### src/rtl/lmac_rx_fifo.sv
`timescale 1ns/1ps
`default_nettype none
// ============================================================================
//  Module   : lmac_rx_fifo
//  Purpose  : Receive-direction quad-word FIFO between the MAC RX datapath
//             (writer) and the host-side reader. Provides registered read
//             data with a one-cycle valid strobe, full/empty/almost-full
//             status, a used-entry count, and sticky overflow plus a
//             saturating drop counter for writes refused while full.
//  Ports    : clk, rst             - clock, synchronous active-high reset
//             RX_DATA, RX_WE       - write side (MAC RX datapath)
//             RX_RE                - read request (host side)
//             OVF_CLR              - clears overflow flag and drop counter
//             RXFIFO_RD_DATA/VALID - registered read data and strobe
//             RXFIFO_EMPTY/FULL/AFULL, RXFIFO_RUSED_QWD - occupancy status
//             RXFIFO_OVERFLOW, RXFIFO_DROP_CNT          - drop accounting
//  Revision : 1.0 - initial release
// ============================================================================
module lmac_rx_fifo #(
    parameter int DATA_W       = 64,
    parameter int DEPTH        = 16,
    parameter int PTR_W        = 4,
    parameter int CNT_W        = 13,
    parameter int AFULL_THRESH = 12
) (
    input  logic              clk,
    input  logic              rst,
    input  logic [DATA_W-1:0] RX_DATA,
    input  logic              RX_WE,
    input  logic              RX_RE,
    input  logic              OVF_CLR,
    output logic [DATA_W-1:0] RXFIFO_RD_DATA,
    output logic              RXFIFO_RD_VALID,
    output logic              RXFIFO_EMPTY,
    output logic              RXFIFO_FULL,
    output logic              RXFIFO_AFULL,
    output logic [CNT_W-1:0]  RXFIFO_RUSED_QWD,
    output logic              RXFIFO_OVERFLOW,
    output logic [15:0]       RXFIFO_DROP_CNT
);

    // Count needs one extra bit over the pointers to represent DEPTH itself.
    localparam logic [PTR_W:0] c_depth  = DEPTH[PTR_W:0];
    localparam logic [PTR_W:0] c_afull  = AFULL_THRESH[PTR_W:0];
    localparam logic [15:0]    c_cnt_max = 16'hFFFF;

    logic [DATA_W-1:0] mem_q [DEPTH];

    logic [PTR_W-1:0]  wr_ptr_q,   wr_ptr_d;
    logic [PTR_W-1:0]  rd_ptr_q,   rd_ptr_d;
    logic [PTR_W:0]    count_q,    count_d;
    logic [DATA_W-1:0] rd_data_q,  rd_data_d;
    logic              rd_valid_q, rd_valid_d;
    logic              empty_q,    empty_d;
    logic              full_q,     full_d;
    logic              afull_q,    afull_d;
    logic              ovf_q,      ovf_d;
    logic [15:0]       drop_cnt_q, drop_cnt_d;

    logic              rd_acc;
    logic              wr_acc;
    logic              wr_drop;

    // A read is never bypassed from the write port, so an empty FIFO rejects
    // the read even if a write lands in the same cycle. A write into a full
    // FIFO is allowed only when a read frees an entry in that same cycle.
    always_comb begin
        rd_acc  = RX_RE & ~empty_q;
        wr_acc  = RX_WE & (~full_q | rd_acc);
        wr_drop = RX_WE & full_q & ~rd_acc;
    end

    always_comb begin
        wr_ptr_d   = wr_ptr_q;
        rd_ptr_d   = rd_ptr_q;
        count_d    = count_q;
        rd_data_d  = rd_data_q;
        rd_valid_d = 1'b0;
        ovf_d      = ovf_q;
        drop_cnt_d = drop_cnt_q;

        if (rd_acc) begin
            rd_data_d  = mem_q[rd_ptr_q];
            rd_valid_d = 1'b1;
            rd_ptr_d   = rd_ptr_q + 1'b1;
        end

        if (wr_acc) begin
            wr_ptr_d = wr_ptr_q + 1'b1;
        end

        if (wr_acc && !rd_acc) begin
            count_d = count_q + 1'b1;
        end else if (rd_acc && !wr_acc) begin
            count_d = count_q - 1'b1;
        end

        // Clear first so that a drop in the same cycle restarts the count at 1.
        if (OVF_CLR) begin
            ovf_d      = 1'b0;
            drop_cnt_d = 16'h0000;
        end
        if (wr_drop) begin
            ovf_d = 1'b1;
            if (drop_cnt_d != c_cnt_max) begin
                drop_cnt_d = drop_cnt_d + 16'h0001;
            end
        end

        // Flags follow the next count so they line up with RXFIFO_RUSED_QWD.
        empty_d = (count_d == '0);
        full_d  = (count_d == c_depth);
        afull_d = (count_d >= c_afull);
    end

    always_ff @(posedge clk) begin
        if (rst) begin
            wr_ptr_q   <= '0;
            rd_ptr_q   <= '0;
            count_q    <= '0;
            rd_data_q  <= '0;
            rd_valid_q <= 1'b0;
            empty_q    <= 1'b1;
            full_q     <= 1'b0;
            afull_q    <= 1'b0;
            ovf_q      <= 1'b0;
            drop_cnt_q <= 16'h0000;
        end else begin
            wr_ptr_q   <= wr_ptr_d;
            rd_ptr_q   <= rd_ptr_d;
            count_q    <= count_d;
            rd_data_q  <= rd_data_d;
            rd_valid_q <= rd_valid_d;
            empty_q    <= empty_d;
            full_q     <= full_d;
            afull_q    <= afull_d;
            ovf_q      <= ovf_d;
            drop_cnt_q <= drop_cnt_d;
        end
    end

    // Storage is not reset; a write presented during reset is discarded.
    always_ff @(posedge clk) begin
        if (!rst && wr_acc) begin
            mem_q[wr_ptr_q] <= RX_DATA;
        end
    end

    assign RXFIFO_RD_DATA   = rd_data_q;
    assign RXFIFO_RD_VALID  = rd_valid_q;
    assign RXFIFO_EMPTY     = empty_q;
    assign RXFIFO_FULL      = full_q;
    assign RXFIFO_AFULL     = afull_q;
    assign RXFIFO_RUSED_QWD = {{(CNT_W-PTR_W-1){1'b0}}, count_q};
    assign RXFIFO_OVERFLOW  = ovf_q;
    assign RXFIFO_DROP_CNT  = drop_cnt_q;

endmodule
`default_nettype wire

### config.mk
export PLATFORM = sky130hd
export DESIGN_NAME = lmac_rx_fifo
export DESIGN_NICKNAME = d
export VERILOG_FILES = /design/src/rtl/lmac_rx_fifo.sv
export SDC_FILE = /design/constraint.sdc
export NUM_CORES = 1
export LEC_CHECK = 0
export ABC_CLOCK_PERIOD_IN_PS = 6960
export CORE_MARGIN = 5
export CORE_UTILIZATION = 35
export DETAILED_ROUTE_END_ITERATION = 8
export PLACE_DENSITY_LB_ADDON = 0.25
export SYNTH_ARGS = -nofsm -noshare
export SYNTH_HDL_FRONTEND = slang
export SYNTH_SLANG_ARGS = --single-unit
export TNS_END_PERCENT = 20
### constraint.sdc
create_clock -name clk -period 6.96 [get_ports clk]
set_clock_uncertainty 0.1 [all_clocks]
set_input_delay 1.392 -clock clk [delete_from_list [all_inputs] [get_ports clk]]
set_output_delay 1.392 -clock clk [all_outputs]
set_load 0.02 [all_outputs]
==> qor.csv <==
stage;metric;value;unit
clock_network;post_cts resized;0;
grt;Total Routing Usage GR;15.05;%
grt;initial antenna violation count;6;
layout;layout cell share with drive strength beyond 1;21.05;%
logic_synthesis;top post-synthesis cells by count;edfxtp_1, mux4_2, mux2i_1;
route;Antenna Violating Nets Remaining;0;
sta;worst slew pin tran;1226;ps
clock_network;clock net sink count;1122;
sta;final hold vios;0;
worst_setup_path;CP Class;in -> reg;
floorplan;DIE HEIGHT;357.7;um
sta;max_slew headroom;18.29;%
floorplan;Initial Util;35.27;%
route;routed vias;19906;
worst_setup_path;RR Endpoint;mem_q[12][23];
sta;final setup fails;0;
clock_network;TritonCTS Buffers;115;
pwr;Power Dens Cells;307.8;nW/um2
logic_synthesis;cell count after synthesis;2002;
min_path;Hold Path Stages;2;
layout;final cell area excluding filler cells;49870;um2
worst_setup_path;CP max FO;24;
floorplan;die area;128000;um2
logic_synthesis;#FFs+latches synth;1122;
floorplan;Horiz. Die Dim;357.7;um
route;vias per cell;5.082;
pwr;VDD IR-drop max;208.4;uV
grt;Congestion Overflow GR;0;
floorplan;FP Rows;127;
worst_setup_path;CP Capture Type;register;
layout;post-layout util;41.57;%
clock_network;CTS tree;yes;
placed_design;Post-DP HPWL;53.62;mm
logic_synthesis;cell taking the most area after synthesis;edfxtp_1;
worst_setup_path;max incr delay on CP;720;ps
route;Routed WL;96.39;mm
logic_synthesis;top_reg_cell synth;edfxtp_1;
logic_synthesis;register area share after synthesis;77.30;%
worst_setup_path;r2r setup slk;3420;ps
clock_network;Max clock buf depth;3;
worst_setup_path;FF-to-FF Start;RXFIFO_EMPTY;
floorplan;# IOs;167;
worst_setup_path;Slowest-stage cell, CP;nor2_4;
clock_network;clk_lat worst skew;690;ps
logic_synthesis;Synth Area per Inst;21.14;um2
layout;Area Growth Syn to Fin;17.86;%
route;DR pass1 iterations;5;
placed_design;number of I/O port buffers;158;
route;# DRC;0;
logic_synthesis;Synth async-reset ratio;0;%
sta;RSZ-0062 raised after global routing;no;
worst_setup_path;CP Launch Type;input port;
grt;first-pass GRT wire length;143.1;mm
worst_setup_path;Buf+Inv Stages, Crit Path;2;
flow_run;Max-Cap Viols;0;
pwr;P_leak;14.92;nW
logic_synthesis;count leader, synth;edfxtp_1;
worst_setup_path;crit-path cells;clkdlybuf4s50_1 -> nand2b_1 -> a21oi_1 -> and2_1 -> nand2_1 -> nor2_4 -> buf_4;
sta;Final Max Slew Viols;0;
placed_design;GP Congestion;0.7412;
clock_network;Clock Tree Root;clkbuf_16;
logic_synthesis;number of synthesized flops with an enable pin;1024;
placed_design;placed inst area;46020;um2
sta;Final Critical Period;4341;ps
grt;largest net degree at the start of global routing;137;
clock_network;Worst-path clk slew;60;ps
worst_setup_path;CP Data Required Time;7180;ps
clock_network;H-tree depth;3;
logic_synthesis;top post-synthesis cells by area;edfxtp_1, mux4_2, dfxtp_1;
min_path;hold worst-path end;RXFIFO_OVERFLOW;
route;drt first-iter violations;1739;
min_path;Hold Path Origin;RXFIFO_OVERFLOW;
clock_network;post-CTS setup buffer count;0;
logic_synthesis;area share of the leading cell type in the synthesized netlist;72.67;%
grt;vias in the first global route;21261;
worst_setup_path;worst path arrival time;4560;ps
sta;max frequency;0.2304;GHz
sta;fin crit share;62.37;%
worst_setup_path;Reg2Reg Depth;6;
logic_synthesis;mapped cell area;42320;um2
clock_network;hold_buf cts;0;
route;drt wl/cell;24.61;um
run_status;outcome;complete, no violations;
worst_setup_path;crit-path leading delay family;simple AND/OR/NAND/NOR gates;
logic_synthesis;YS warnings;0;
min_path;Hold/Removal Path Class;reg -> reg;
layout;Nets;2284;
logic_synthesis;Synth cell types;42;
floorplan;core area;120000;um2
-- stage by stage --
step | total power [mW] | instances | hold slack [ps] | setup WS, ps | TNS, ps
detailed placement | 9.315 | 3702 | 364.8 | 1870 | 0
finish | 15.35 | 3917 | 374.1 | 2619 | 0
global route | 15.94 | 3916 | 407.4 | 2413 | 0
global placement | 9.294 | 3702 | 355.6 | 1864 | 0
floorplan | 8.731 | 2009 | 393.9 | -373.0 | -71470
CTS | 15.55 | 3916 | 377.1 | 2599 | 0
-- kinds of logic (layout without fill, tap and decap cells) --
kind of cell | count (synthesis) | after routing | synth area share, %
and+or+nand+nor | 185 | 185 | 2.037
adders and majority gates | 8 | 8 | 0.2366
other | 1 | 9 | 0.008862
DFF | 1122 | 1122 | 77.30
muxes | 386 | 386 | 16.70
buffers and inverters | 119 | 414 | 1.260
xor gates and xnor gates | 20 | 20 | 0.4140
AOI/OAI and AO/OA | 161 | 161 | 2.040
-- registers in the layout, indices dropped and copies added, names as in the netlist --
register         flops
RXFIFO_AFULL         1
wr_ptr_q             4
rd_ptr_q             4
RXFIFO_DROP_CNT     16
RXFIFO_FULL          1
RXFIFO_RD_VALID      1
count_q              5
mem_q             1024
RXFIFO_EMPTY         1
RXFIFO_OVERFLOW      1
RXFIFO_RD_DATA      64
-- metal layers --
metal	vias to the layer above	track usage [%]	share of wire, %
li1	8614	-	-
met1	10697	20.84	44
met2	480	25.04	49
met3	107	2.777	5.2
met4	8	3.366	1.5
met5	-	0	0.053
-- layout make-up --
type / instances / area [um2]
Fill cell: 10455 / 70100
Sequential cell: 1122 / 32720
Multi-Input combinational cell: 768 / 9229
Clock buffer: 145 / 3094
Timing Repair Buffer: 191 / 2017
Tap cell: 1612 / 2017
Clock inverter: 69 / 755.7
Inverter: 9 / 33.78
Antenna cell: 1 / 2.502
-- worst max path at each step --
stage | startpoint | slack (ps) | cells past startpoint | end
floorplan | RX_RE | -370 | 6 | mem_q[3][0]
global placement | RX_RE | 1860 | 7 | mem_q[12][63]
detailed placement | RX_RE | 1870 | 7 | mem_q[12][63]
CTS | RX_RE | 2600 | 7 | mem_q[12][9]
global route | RX_RE | 2410 | 7 | mem_q[12][23]
finish | RX_RE | 2620 | 7 | mem_q[12][23]
-- tightest hold or removal path: stages, from the launching register on --
cell and delay [ps]:
dfxtp_1 310, nand2b_1 60, a21oi_1 60
-- layout by cell type (no fill, tap or decap), types with 4 or more instances in the layout --
master | netlist | layout
nor4_1 | 4 | 4
bufinv_16 | 0 | 16
clkinv_1 | 0 | 23
clkbuf_16 | 0 | 118
nand3_1 | 12 | 12
a21oi_1 | 77 | 77
nand2_1 | 19 | 18
xor2_1 | 7 | 7
nand2b_1 | 5 | 5
nor3_1 | 9 | 5
clkdlybuf4s50_1 | 0 | 158
o21ai_0 | 72 | 72
inv_1 | 9 | 9
dfxtp_1 | 98 | 95
clkbuf_1 | 48 | 23
ha_1 | 8 | 8
clkbuf_8 | 0 | 4
nor2_4 | 0 | 13
nor2b_1 | 14 | 14
buf_12 | 0 | 15
clkinv_2 | 0 | 19
conb_1 | 1 | 8
nor2_1 | 101 | 88
mux4_2 | 256 | 256
xnor2_1 | 13 | 13
buf_4 | 11 | 18
edfxtp_1 | 1024 | 1024
clkinvlp_4 | 0 | 8
nand4_1 | 4 | 4
mux2i_1 | 130 | 130
-- where the power goes --
| part | leakage (nW) | internal (mW) | switching [mW] |
|---|---|---|---|
| registers | 10.0 | 7.47 | 0.113 |
| logic | 3.03 | 0.740 | 0.793 |
| clock network | 1.86 | 3.72 | 2.50 |
| total | 14.9 | 11.9 | 3.41 |
Note: power is estimated with default switching activity, not from simulation.
==> patch, RTL diff (same flow settings) <==
`CNT_W`: 13 -> 11.
--- a/src/rtl/lmac_rx_fifo.sv
+++ b/src/rtl/lmac_rx_fifo.sv
@@ -22,3 +22,3 @@
     parameter int PTR_W        = 4,
-    parameter int CNT_W        = 13,
+    parameter int CNT_W        = 11,
     parameter int AFULL_THRESH = 12
Interface: changed (resized RXFIFO_RUSED_QWD); port bits go from 167 to 165. No check against the original RTL was run, so the function may have changed too.
==> patch against the unedited design <==
Register-to-register slack improved by 0.07 ns; critical path type unchanged; setup slack improved by 0.077 ns; total power is 1.9% lower; routed wire length fell by 3.7%; highest routed layer is now met4; largest cell class unchanged; area after synthesis is essentially flat; final area shrank 0.33%; sequential cell count unchanged.
==> patch: results (changes against the unedited design) <==
Status
Outcome: complete, no violations (unchanged).

GRT
The met1 demand-to-capacity share in global routing is 19.00% (was 20.84%). The global-route wire length before repair is 138900 um (was 143100 um). The largest net degree at the start of global routing came to 73 (was 137). The global routing usage on met3 is 2.304% (was 2.777%).

The met2 capacity usage during global routing is 25.21% (was 25.04%). The total global-route track usage is 14.42% (was 15.05%). The initial antenna violation count is 0 (was 6). The via count of the first global-routing pass is 21200 (was 21260).

Critical path
The startpoint of the worst-slack reg-to-reg timing path is RXFIFO_EMPTY (unchanged). The number of cell instances on the worst register-to-register path was 6 (unchanged). The biggest fanout along the worst timing path was 26 (was 24). The type of origin of the critical path was a primary input (unchanged).

The data arrival time of the critical path is 4.53 ns (was 4.56 ns). The internal reg-to-reg setup slack is 3.49 ns (was 3.42 ns). The endpoint of the worst register-to-register path is mem_q[7][61] (was mem_q[12][23]).

Routing
The number of vias per cell is 5.015 (was 5.082). The DRC marker count from the first detailed-route iteration came to 1354 (was 1739). The final wirelength is 92800 um (was 96390 um). The final routed wire length divided by cell count is 23.62 um (was 24.61 um). The DRC violation count after routing is 0 (unchanged).

Clock network
The clock latency reported for the late side of the worst-skew pair is 0.69 ns (about the same). The number of buffers created by CTS is 113 (was 115). The clock tree buffer depth is 3 (unchanged). The root cell of the clock tree is clkbuf_16 (unchanged).

Synthesis
The mux cell area share after synthesis is 16.71% (was 16.70%). The unique cell type count in the Yosys netlist is 42 (unchanged). The xor and xnor fraction of the mapped netlist area is 0.4141% (was 0.4140%). The portion of the post-synthesis area used by sequential elements is 77.33% (was 77.30%). The number of cells produced by synthesis is 2000 (was 2002). The number of warning messages in the yosys log came to 0 (unchanged). The complex-gate fraction of the synthesized area is 2.041% (was 2.040%).

Top cells by area, synth: edfxtp_1 (73%), mux4_2 (14%), dfxtp_1 (4.6%) (unchanged). The arithmetic-cell share of the synthesized area counting full adders, half adders and majority gates is 0.2366% (was 0.2365%).

Power and ir drop
The internal power summed over all cells came to 11.68 mW (was 11.94 mW). The leakage component of the power is 14.92 nW (about the same). The power per cell area was 302.9 nW/um2 (was 307.8 nW/um2). The peak supply drop is 0.2056 mV (was 0.2084 mV).

Layout
The largest register by flop count is mem_q (unchanged). The flip-flop count of the largest register after layout is 1024 (unchanged). The number of filler instances in the final layout is 10460 (about the same). The number of diodes came to 0 (was 1).

The layout cell share with drive strength beyond 1 was 21.45% (was 21.05%). The multi-input logic area is 9221 um2 (was 9229 um2). The net count of the finished layout is 2293 (was 2284).

Placed design
The post-placement cell count is 3713 (was 3702). The worst-case setup slack after placement was 1.955 ns (was 1.870 ns). The placer congestion estimate is 0.7432 (was 0.7412). The cell area after placement is 46010 um2 (was 46020 um2). The HPWL after detailed placement came to 50900 um (was 53620 um). The number of port buffers is 158 (unchanged).

STA
The minimum hold slack was 0.3737 ns (was 0.3741 ns). The worst-margin pin slew is 1.235 ns (was 1.226 ns).

Hold path
The startpoint of the lowest-slack hold path is RXFIFO_RD_DATA[37] (was RXFIFO_OVERFLOW). The end point of the most critical hold path is RXFIFO_RD_DATA[37] (was RXFIFO_OVERFLOW). The depth of the worst hold-timing path is 2 (unchanged).
[patch: worst max-delay path by stage]
| stage | endpoint | slack, ns | depth (start not counted) |
|---|---|---|---|
| after CTS | mem_q[4][61] | 2.67 | 7 |
| after global placement | mem_q[4][0] | 2.04 | 7 |
| after floorplan | mem_q[3][0] | -0.37 | 6 |
| final | mem_q[7][61] | 2.70 | 7 |
| after detailed placement | mem_q[4][10] | 1.95 | 7 |
| after global routing | mem_q[12][46] | 2.42 | 7 |
[patch: cell type report]
class                   instances  area share, %
clock inverters                48         0.8760
flip-flops and latches       1122          65.83
clock buffers                 168          6.565
well taps                    1612          4.058
inverters                       9        0.06796
repair buffers                204          4.053
multi-input cells             766          18.55
[patch: routing by layer]
layer  wire, um  vias to the layer above
li1           -                     8651
met1      39760                    10530
met2      47440                      400
met3       3887                      124
met4       1722                        0
met5          0                        -
[patch: worst max-delay path: stages]
cell	delay, ns
clkdlybuf4s50_1	0.50
nand2b_1	0.28
a21oi_1	0.54
and2_1	0.29
nand2_1	0.26
nor2_4	0.87
buf_4	0.37
[patch: power by group through the flow]
stage | clock (mW) | sequential [mW] | combinational (mW)
after floorplan | 0 | 7.75 | 0.984
after global placement | 0 | 7.72 | 1.56
after detailed placement | 0 | 7.72 | 1.58
after CTS | 6.12 | 7.58 | 1.58
after global routing | 6.41 | 7.59 | 1.67
final | 5.96 | 7.57 | 1.53
